`config.mk`:
```
export PLATFORM = sky130hd
export DESIGN_NAME = dmem_arbiter
export DESIGN_NICKNAME = d
export VERILOG_FILES = /design/src/rtl/dmem_arbiter.sv
export SDC_FILE = /design/constraint.sdc
export NUM_CORES = 1
export LEC_CHECK = 0
export ABC_AREA = 1
export BUFFER_PORTS_ARGS = -buffer_cell sky130_fd_sc_hd__buf_2
export CORE_UTILIZATION = 41
export CTS_CLUSTER_SIZE = 20
export DETAILED_ROUTE_END_ITERATION = 12
export GPL_ROUTABILITY_DRIVEN = 0
export PLACE_DENSITY = 0.74
export SLEW_MARGIN = 0
export SYNTH_ARGS = -nofsm -noshare
export SYNTH_HDL_FRONTEND = slang
export SYNTH_SLANG_ARGS = --single-unit
```
`constraint.sdc`:
```
create_clock -name clk -period 1.51 [get_ports clk]
set_input_delay 0.302 -clock clk [delete_from_list [all_inputs] [get_ports clk]]
set_output_delay 0.302 -clock clk [all_outputs]
set_load 0.1 [all_outputs]
```
`src/rtl/dmem_arbiter.sv`:
```
// dmem_arbiter: two-port arbiter in front of a single byte-addressed,
// big-endian data memory. Port A is the CPU load/store stage; port B is the
// program loader / debug port. Each access runs IDLE -> ACCESS -> RESP.
// During ACCESS the memory strobes are high for one cycle. During RESP the
// owner sees a one-cycle ack.
// Optional build macro: DMEM_ARB_FIXED_PRIO_EN. When it is defined, port A
// always wins ties. By default, ties are resolved round-robin.
module dmem_arbiter #(
    parameter int DEPTH = 256
) (
    input  logic        clk,
    input  logic        rst,
    // port A (CPU)
    input  logic        a_req,
    input  logic        a_we,
    input  logic [31:0] a_addr,
    input  logic [31:0] a_wdata,
    output logic [31:0] a_rdata,
    output logic        a_ack,
    output logic        a_err,
    // port B (loader / debug)
    input  logic        b_req,
    input  logic        b_we,
    input  logic [31:0] b_addr,
    input  logic [31:0] b_wdata,
    output logic [31:0] b_rdata,
    output logic        b_ack,
    output logic        b_err,
    // memory side
    output logic [31:0] dm_address,
    output logic [31:0] dm_wdata,
    output logic        dm_write,
    output logic        dm_read,
    input  logic [31:0] dm_rdata,
    output logic        busy
);

    // Highest legal word address. Any address above this, or any address
    // that is not word aligned, is rejected.
    localparam logic [31:0] LAST_WORD = 32'(DEPTH - 4);

    // Owner encoding
    localparam logic OWN_A = 1'b0;
    localparam logic OWN_B = 1'b1;

    typedef enum logic [1:0] {
        ST_IDLE   = 2'd0,
        ST_ACCESS = 2'd1,
        ST_RESP   = 2'd2
    } state_t;

    state_t      r_state;
    state_t      w_next_state;

    // latched command
    logic        r_owner;
    logic        r_we;
    logic [31:0] r_addr;
    logic [31:0] r_wdata;
    logic        r_err_l;
    logic        r_rr_last;

    // registered outputs
    logic        r_dm_write;
    logic        r_dm_read;
    logic [31:0] r_a_rdata;
    logic        r_a_ack;
    logic        r_a_err;
    logic [31:0] r_b_rdata;
    logic        r_b_ack;
    logic        r_b_err;
    logic        r_busy;

    // grant decode
    logic        w_grant;
    logic        w_owner;
    logic        w_sel_we;
    logic [31:0] w_sel_addr;
    logic [31:0] w_sel_wdata;
    logic        w_sel_err;

    // Address check: the address must be word aligned and must lie inside the memory.
    function automatic logic addr_bad(input logic [31:0] addr);
        addr_bad = (addr[1:0] != 2'b00) | (addr > LAST_WORD);
    endfunction

    // Next state, winner selection and the mux for the selected command
    always_comb begin
        w_next_state = r_state;
        w_grant      = 1'b0;
        w_owner      = OWN_A;
        case (r_state)
            ST_IDLE: begin
                if (a_req || b_req) begin
                    w_next_state = ST_ACCESS;
                    w_grant      = 1'b1;
                    if (a_req && b_req) begin
`ifdef DMEM_ARB_FIXED_PRIO_EN
                        w_owner = OWN_A;
`else
                        w_owner = (r_rr_last == OWN_A) ? OWN_B : OWN_A;
`endif
                    end else if (a_req) begin
                        w_owner = OWN_A;
                    end else begin
                        w_owner = OWN_B;
                    end
                end else begin
                    w_next_state = ST_IDLE;
                end
            end
            ST_ACCESS: w_next_state = ST_RESP;
            ST_RESP:   w_next_state = ST_IDLE;
            default:   w_next_state = ST_IDLE;
        endcase

        if (w_owner == OWN_B) begin
            w_sel_we    = b_we;
            w_sel_addr  = b_addr;
            w_sel_wdata = b_wdata;
        end else begin
            w_sel_we    = a_we;
            w_sel_addr  = a_addr;
            w_sel_wdata = a_wdata;
        end
        w_sel_err = addr_bad(w_sel_addr);
    end

    // State register
    always_ff @(posedge clk) begin
        if (rst) begin
            r_state <= ST_IDLE;
        end else begin
            r_state <= w_next_state;
        end
    end

    // Command latch, memory strobes and response registers
    always_ff @(posedge clk) begin
        if (rst) begin
            r_owner    <= OWN_A;
            r_we       <= 1'b0;
            r_addr     <= 32'h0000_0000;
            r_wdata    <= 32'h0000_0000;
            r_err_l    <= 1'b0;
            r_rr_last  <= OWN_B;
            r_dm_write <= 1'b0;
            r_dm_read  <= 1'b0;
            r_a_rdata  <= 32'h0000_0000;
            r_a_ack    <= 1'b0;
            r_a_err    <= 1'b0;
            r_b_rdata  <= 32'h0000_0000;
            r_b_ack    <= 1'b0;
            r_b_err    <= 1'b0;
            r_busy     <= 1'b0;
        end else begin
            // Strobes and acks are single-cycle pulses.
            r_dm_write <= 1'b0;
            r_dm_read  <= 1'b0;
            r_a_ack    <= 1'b0;
            r_b_ack    <= 1'b0;
            r_busy     <= (w_next_state != ST_IDLE);

            if (w_grant) begin
                // Latch the command. The strobes for the ACCESS cycle are
                // computed here, so the ACCESS cycle depends only on flops.
                r_owner    <= w_owner;
                r_we       <= w_sel_we;
                r_addr     <= w_sel_addr;
                r_wdata    <= w_sel_wdata;
                r_err_l    <= w_sel_err;
                r_rr_last  <= w_owner;
                r_dm_write <= w_sel_we & ~w_sel_err;
                r_dm_read  <= ~w_sel_we & ~w_sel_err;
            end else begin
                r_owner    <= r_owner;
            end

            if (r_state == ST_ACCESS) begin
                // Memory read data is combinational. Capture it at the
                // posedge that closes the ACCESS cycle.
                if (r_owner == OWN_B) begin
                    r_b_rdata <= (~r_we & ~r_err_l) ? dm_rdata : 32'h0000_0000;
                    r_b_err   <= r_err_l;
                    r_b_ack   <= 1'b1;
                end else begin
                    r_a_rdata <= (~r_we & ~r_err_l) ? dm_rdata : 32'h0000_0000;
                    r_a_err   <= r_err_l;
                    r_a_ack   <= 1'b1;
                end
            end else begin
                r_a_rdata <= r_a_rdata;
            end
        end
    end

    assign dm_address = r_addr;
    assign dm_wdata   = r_wdata;
    assign dm_write   = r_dm_write;
    assign dm_read    = r_dm_read;
    assign a_rdata    = r_a_rdata;
    assign a_ack      = r_a_ack;
    assign a_err      = r_a_err;
    assign b_rdata    = r_b_rdata;
    assign b_ack      = r_b_ack;
    assign b_err      = r_b_err;
    assign busy       = r_busy;

endmodule

```
---- After elaboration in Yosys (flattened, before gate mapping) ----
Cells that the tools add are included.
storage, ports and cells
  logic and storage cells ................. 53
  input bits .............................. 166
  output and inout port bits .............. 135
  register bits ........................... 141
operators by class
  reduce and logical (&&, ||, !) cells .... 9
  eq/ne operators ......................... 1
  order comparisons ....................... 1
  multiplexer cells ....................... 15
  bitwise operators ....................... 11
operators with widths
  operator               count
  $mux W32               3
  $gt A32 B8 Y1 const B  1
  $mux W1                11
  $not A1 Y1             7
  $pmux W2 S2            1
  $reduce_and A2 Y1      2
  $reduce_bool A2 Y1     2
  $reduce_or A2 Y1       2
  $and A1 B1 Y1          3
  $eq A2 B1 Y1 const B   1
  $logic_not A2 Y1       1
  $logic_and A1 B1 Y1    1
  $logic_or A1 B1 Y1     1
  $or A1 B1 Y1           1

---- Longest topological paths before layout ----
Gate-level depths: netlist of the first run.
  depth in word-level cells ............... 9
  mapped depth ............................ 13
  gate-level depth less buffers ........... 12

---- Least setup slack after synthesis of the first run ----
OpenSTA, ideal clock, no wires.
  path type ............................... reg-to-reg
  start point ............................. reg r_state[0]
  end point ............................... reg r_err_l
  cell stages (with the launch flop) ...... 12
  period minus slack after synthesis ...... 1.438 ns
  arrival time ............................ 1.326 ns
  slack ................................... 0.072 ns
  cell sequence ........................... dfxtp_1 -> nor2_4 -> nand3_4 -> buf_4 -> o21ai_2 -> nand2_1 -> nor2_1 -> nand2_1 -> nor2_2 -> nand2_1 -> nand2_1 -> nand2_1
on the way
  longest elaborated chain between the ends .. 5
  elaborated cells on any way between the ends .. 7
RTL lines
  item                                                        line  text
  from (decl)                                                 52    state_t r_state;
  from (signal assigned)                                      134   r_state <= w_next_state;
  $logic_not A2 Y1 (*)                                        92    case (r_state)
  $mux W1                                                     92
  $mux W32                                                    117   if (w_owner == OWN_B) begin
  $gt A32 B8 Y1 / $reduce_bool A2 Y1 (equally long branches)  84    addr_bad = (addr[1:0] != 2'b00) | (addr > LAST_WORD);
  $or A1 B1 Y1                                                84
  to (signal assigned)                                        171   r_err_l <= w_sel_err;
  to (decl)                                                   60    logic r_err_l;
Every way passes the cells marked *; elsewhere a longest branch is shown, timed or not.
A chain may end at the register's enable or synchronous reset.

---- Final worst setup path of the first run ----
  start point ............................. reg r_state[0]
  end point ............................... reg r_dm_read (netlist: dm_read)
on the way
  longest elaborated chain between the ends .. 7
  elaborated cells on any way between the ends .. 13
RTL lines
  item                                                        line  text
  $logic_not A2 Y1 (*)                                        92
  $mux W1                                                     92
  $mux W32                                                    117
  $gt A32 B8 Y1 / $reduce_bool A2 Y1 (equally long branches)  84
  $or A1 B1 Y1                                                84
  $not A1 Y1                                                  174   r_dm_read <= ~w_sel_we & ~w_sel_err;
  $and A1 B1 Y1                                               174
  to (signal assigned)                                        174
  to (decl)                                                   65    logic r_dm_read;
Marked as above.

==> results.tsv, run 1 <==
metric	value	unit
synth.avg_cell_area	7.41	µm²
ios	301	
hp-start	a_wdata[31]	
critical_path_class	flip-flop to flip-flop	
finalCriticalPeriod	1.65	ns
tightest_slew	0.515	ns
holdWs	0.133	ns
area_growth	59.2	%
grt_pass1_wl	29.6	mm
synthTopCellsByArea	dfxtp_1 (50%), nand2_1 (12%), nor2_1 (8.8%), o21ai_0 (8.6%), o221ai_1 (4.1%)	
synth_edf_count	0	
drc	0	
grtUsageTotal	26.7	%
synthCells	758	
synth_common_cells	nand2_1 (178), dfxtp_1 (141), nor2_1 (132), o21ai_0 (97), inv_1 (59)	
vias	6380	
antenna_cells	0	
seq_area	2830	µm²
period_share	109	%
post-place-ws	-0.207	ns
yosysWarnings	0	
cp_top_family	simple AND/OR/NAND/NOR gates	
cp-start-kind	flip-flop	
crit_slowest_cell	dfxtp_4	
synth_top_area_share	50.2	%
crit_chain	nor2_4 > nand3_4 > buf_4 > nand2_1 > nand2_1 > nor2_1 > nand3_2 > nor2_4 > nand3_2 > nor2_2	
core-area	13300	µm²
rows	42	
synth-seq-area-share	50.2	%
skew	0.0133	ns
ys_ff_latch	141	
n_fill_cell	1136	
die_w	119	µm
drive_gt1_share	39.6	%
drv_slew	0	
ant_nets	0	
cp.arrival	2.00	ns
cellLeakagePower	4.62	nW
wl	19.7	mm
power_switching	5.08	mW
max_cap_violations	0	
fp.dieH	119	µm
p_comb_share	32.8	%
multiInputGateArea	2450	µm²
hold_viol	0	
numCtsBuffers	17	
synth_area	5620	µm²
start_util	42.3	%
violations	negative setup slack	
path_buf_inv	1	
clock_sinks	141	
r2r-start	r_state[0]	
grt_remaining_overflow	0	
hold_buffers	0	
async_reset_ff_share	0	%
num-nets-final	1268	
hpwl	13.6	mm
pwr-share-clk	35.0	%
swShare	38.6	%
io_buffers	300	
yosysMostFrequentCell	nand2_1	
status	complete, but fails checks	
synth_fp_nets	924	
seqPwrFrac	32.1	%
peakVddDrop	0.994	mV
dieArea	14200	µm²
worst_path_largest_cell_delay	0.36	ns
vias_per_cell	4.94	
fin_ws	-0.136	ns
cts_tree	done	
p_int	8.07	mW
clkLatencyLatePin	0.42	ns
setup_viol	62	
hold_class	input port to flip-flop	
clockBufferDepth	2	
drt_iter0_drc	374	
rsz0062_at_grt	true	
ys_types	23	
crit_fanout	5	
slew_headroom	65.9	%
fmax	0.608	GHz
synth_top_area_cell	dfxtp_1	
endpoint_kind	flip-flop	
grt_antenna_before_repair	0	
detail_route.first_pass.iterations	5	
cts.htree.levels	4	
cts.reportedPaths.clkPinSlew	0.06	ns
root_buffer	clkbuf_16	
startpoint	r_state[0]	
grt_max_degree	41	
cp.required	1.87	ns
p_per_area	1470	nW/µm²
post_drt_wl_per_cell	15.3	µm
first_global_vias	6023	
synth_ff_type	dfxtp_1	
power groups by stage:
| stage | Clock, mW | Combinational [mW] | Sequential [mW] |
|---|---|---|---|
| floorplan | 0 | 0.783 | 6.46 |
| global placement | 0 | 3.92 | 4.27 |
| detailed placement | 0 | 3.94 | 4.28 |
| CTS | 4.63 | 4.07 | 4.21 |
| global route | 4.80 | 4.51 | 4.26 |
| finish | 4.60 | 4.32 | 4.23 |
worst reg2reg max path: stages, from the launching register on:
cell	delay [ns]
dfxtp_4	0.36
nor2_4	0.18
nand3_4	0.15
buf_4	0.17
nand2_1	0.05
nand2_1	0.08
nor2_1	0.14
nand3_2	0.11
nor2_4	0.13
nand3_2	0.09
nor2_2	0.11
registers in the layout, indices dropped and copies added (netlist names):
name	flops
r_owner	1
b_err	1
busy	1
dm_wdata	32
b_rdata	32
r_state	2
a_err	1
r_rr_last	1
dm_write	1
r_err_l	1
dm_address	32
dm_read	1
a_rdata	32
b_ack	1
r_we	1
a_ack	1
final cells by class:
class	count	share of cell area, %
Multi-Input combinational cell	507	27.4
Timing Repair Buffer	374	28.7
Sequential cell	141	31.6
Clock buffer	19	4.84
Inverter	60	2.56
Tap cell	176	2.46
Timing Repair inverter	1	0.0839
Clock inverter	13	2.39
worst paths after layout:
path	slack, ns	depth (start not counted)	endpoint
worst min-delay path	0.13	3	dm_wdata[31]
worst min register to register	0.45	2	dm_wdata[10]
worst max register to register	-0.14	10	dm_read
worst max-delay path	-0.14	10	dm_read
layout by cell type (no fill, tap or decap), types with 4 or more instances in the layout:
cell type   instances
clkinv_4            4
o21ai_1            18
buf_6               8
inv_1              57
nand2_2             8
dfxtp_1           138
nor2_2              6
clkbuf_16          20
clkinvlp_4          4
nor2_4              6
buf_4              68
o221ai_1           26
nand2_4             4
a22o_1             10
buf_2             203
buf_12             12
o21ai_0            86
clkbuf_4           77
a21oi_1            28
nand2_1           168
nand4_1            14
bufinv_16           5
nor2_1            124
routing by layer:
metal	vias to the layer above	part of all wire (%)	global-route usage (%)
met5	-	0	0
met4	0	3.4	12.0
met2	257	50	46.0
li1	3154	-	-
met3	59	6.6	7.47
met1	2910	40	30.6
cells by family (layout without fill, tap and decap cells):
family / count (synthesis) / after routing / share of synthesized area [%]
AND/OR/NAND/NOR: 336 / 336 / 24.0
AO/OA/AOI/OAI: 171 / 171 / 17.8
flip-flops: 141 / 141 / 50.2
buffers and inverters: 110 / 467 / 8.04
what timing repair did:
| item | CTS | global route |
|---|---|---|
| resized for setup | 37 | 115 |
| gates cloned | 1 | 5 |
| buffers inserted | 13 | 8 |
| pin swaps | 8 | 14 |
| endpoints found under the setup margin | 24 | 163 |
per-stage QoR:
stage	power, mW	std cells	area (µm²)	setup TNS, ns	utilization, %
final	13.1	1291	8950	-3.09	67.3
after global routing	13.6	1291	8950	-8.67	67.3
after CTS	12.9	1279	8500	-0.183	63.9
after detailed placement	8.22	1233	7630	-5.10	57.4
after global placement	8.19	1233	7630	-3.30	57.4
after floorplan	7.25	758	5620	0	-
(Power assumes the default switching activity.)
==> run 2: changes to the inputs <==
BUFFER_PORTS_ARGS = -buffer_cell sky130_fd_sc_hd__buf_4   (was -buffer_cell sky130_fd_sc_hd__buf_2)
TNS_END_PERCENT = 100   (was not set)
==> results.tsv, run 2 (same netlist as run 1, synthesis figures left out) <==
metric	value	unit
status	complete, but fails checks	
violations	negative setup slack	
timing.rr.end	r_err_l	
period_share	105	%
ff2ff_path_depth	11	
dieArea	14200	µm²
hold_end	dm_address[6]	
cp.arrival	1.90	ns
fin_cells	1276	
max_cap_violations	0	
vias	6303	
cpMostUsedCell	nand2_1	
cp-start-kind	flip-flop	
clock_sinks	141	
total_power	13.1	mW
seqPwrFrac	32.2	%
clockBufferDepth	2	
clkLatencyLatePin	0.42	ns
core-area	13300	µm²
ant_nets	0	
fin_ws	-0.0701	ns
drive_gt1_share	39.4	%
fmax	0.633	GHz
pwr-share-clk	34.2	%
slew_headroom	79.5	%
ff2ff_setup_slack	-0.07	ns
rsz0062_at_grt	true	
critical_path_class	flip-flop to flip-flop	
fp.dieH	119	µm
hold_viol	0	
tightest_slew	0.310	ns
drt_iter0_drc	452	
power_switching	5.12	mW
endpoint_kind	flip-flop	
ios	301	
p_comb_share	33.7	%
skew	0.00791	ns
io_buffers	300	
grt_antenna_before_repair	0	
hp-start	b_addr[6]	
n_fill_cell	1107	
layout_commonest_cell	buf_4	
cts.htree.levels	4	
die_w	119	µm
fin_area	9310	µm²
dp_cells	1231	
area_growth	65.7	%
swShare	38.9	%
vias_per_cell	4.94	
rows	42	
setup_viol	3	
antenna_cells	0	
hpwl	14.0	mm
crit_fanout	5	
cts_tree	done	
start_util	42.3	%
numCtsBuffers	17	
crit_slowest_cell	dfxtp_2	
num-nets-final	1253	
grt_remaining_overflow	0	
crit_chain	nor2_4 > nand3_4 > clkbuf_16 > nand2_1 > nand2_2 > nor2_2 > nand3_2 > nor2_2 > nand2_1 > nand2_1 > nand2_1	
root_buffer	clkbuf_16	
finalCriticalPeriod	1.58	ns
p_per_area	1410	nW/µm²
r2r-start	r_state[1]	
post_drt_wl_per_cell	15.8	µm
hold_class	input port to flip-flop	
grtUsageTotal	27.0	%
grt_max_degree	50	
tns	-0.168	ns
wl	20.1	mm
cellLeakagePower	4.71	nW
detail_route.first_pass.iterations	5	
drv_slew	0	
cts.reportedPaths.clkPinSlew	0.06	ns
drc	0	
post_dp_cell_area	8320	µm²
layout_common_cells	buf_4 (339), nand2_1 (165), dfxtp_1 (138)	
worst_path_largest_cell_delay	0.33	ns
p_int	8.03	mW
grt_pass1_wl	29.9	mm
first_global_vias	6027	
holdPathStages	3	
cp.required	1.83	ns
peakVddDrop	1.03	mV
==> run 2: per-stage QoR <==
stage / utilization [%] / hold WS [ns] / setup slack [ns]
3_5_place_dp: 62.6 / 0.444 / -0.0660
4_1_cts: 67.7 / 0.120 / 0.000216
2_1_floorplan: - / 0.429 / 0.0715
3_3_place_gp: 62.6 / 0.442 / -0.0453
6_report: 70.1 / 0.134 / -0.0701
5_1_grt: 70.1 / 0.130 / -0.174
==> run 2: metal layers <==
layer	vias up	share of wire, %	global-route usage [%]
li1	3128	-	-
met5	-	0	0
met2	246	50	46.5
met3	40	6.7	7.76
met1	2889	40	31.0
met4	0	3.0	11.2
==> run 2: power groups by stage <==
stage	clock, mW	combinational, mW	sequential, mW
finish	4.49	4.43	4.23
global route	4.71	4.61	4.26
CTS	4.55	4.25	4.22
detailed placement	0	4.21	4.29
global placement	0	4.19	4.29
floorplan	0	0.783	6.46
==> run 2: critical path: cells and delay by family (launching register included) <==
kind	cells	cell delay [ns]
buf+inv	1	0.19
flops	1	0.33
simple gates	10	0.94
==> run 2: how the worst max path moves through the flow <==
stage                     slack [ns]  endpoint       start  cells after the start
after global routing           -0.17   r_err_l  r_state[1]                     11
after floorplan                 0.07   r_err_l  r_state[0]                     11
after CTS                     0.0002   dm_read  r_state[1]                     10
final                          -0.07   r_err_l  r_state[1]                     11
after global placement         -0.05   r_err_l       a_req                     12
after detailed placement       -0.07   r_err_l       a_req                     14
==> run 2: final cells by class <==
class	count	area [µm²]	area share, %
well taps	176	220	2.36
repair buffers	359	2920	31.4
flip-flops and latches	141	2830	30.4
multi-input cells	507	2470	26.5
repair inverters	1	7.51	0.0806
clock inverters	15	210	2.26
inverters	60	229	2.46
clock buffers	17	425	4.57
==> run 2: timing repair <==
| item | in CTS | in global routing |
|---|---|---|
| setup buffers | 0 | 7 |
| gates cloned | 1 | 5 |
| resized for setup | 6 | 47 |
| hold buffers | 0 | 0 |
| endpoints found under the setup margin | 4 | 45 |
| pin swaps | 7 | 12 |
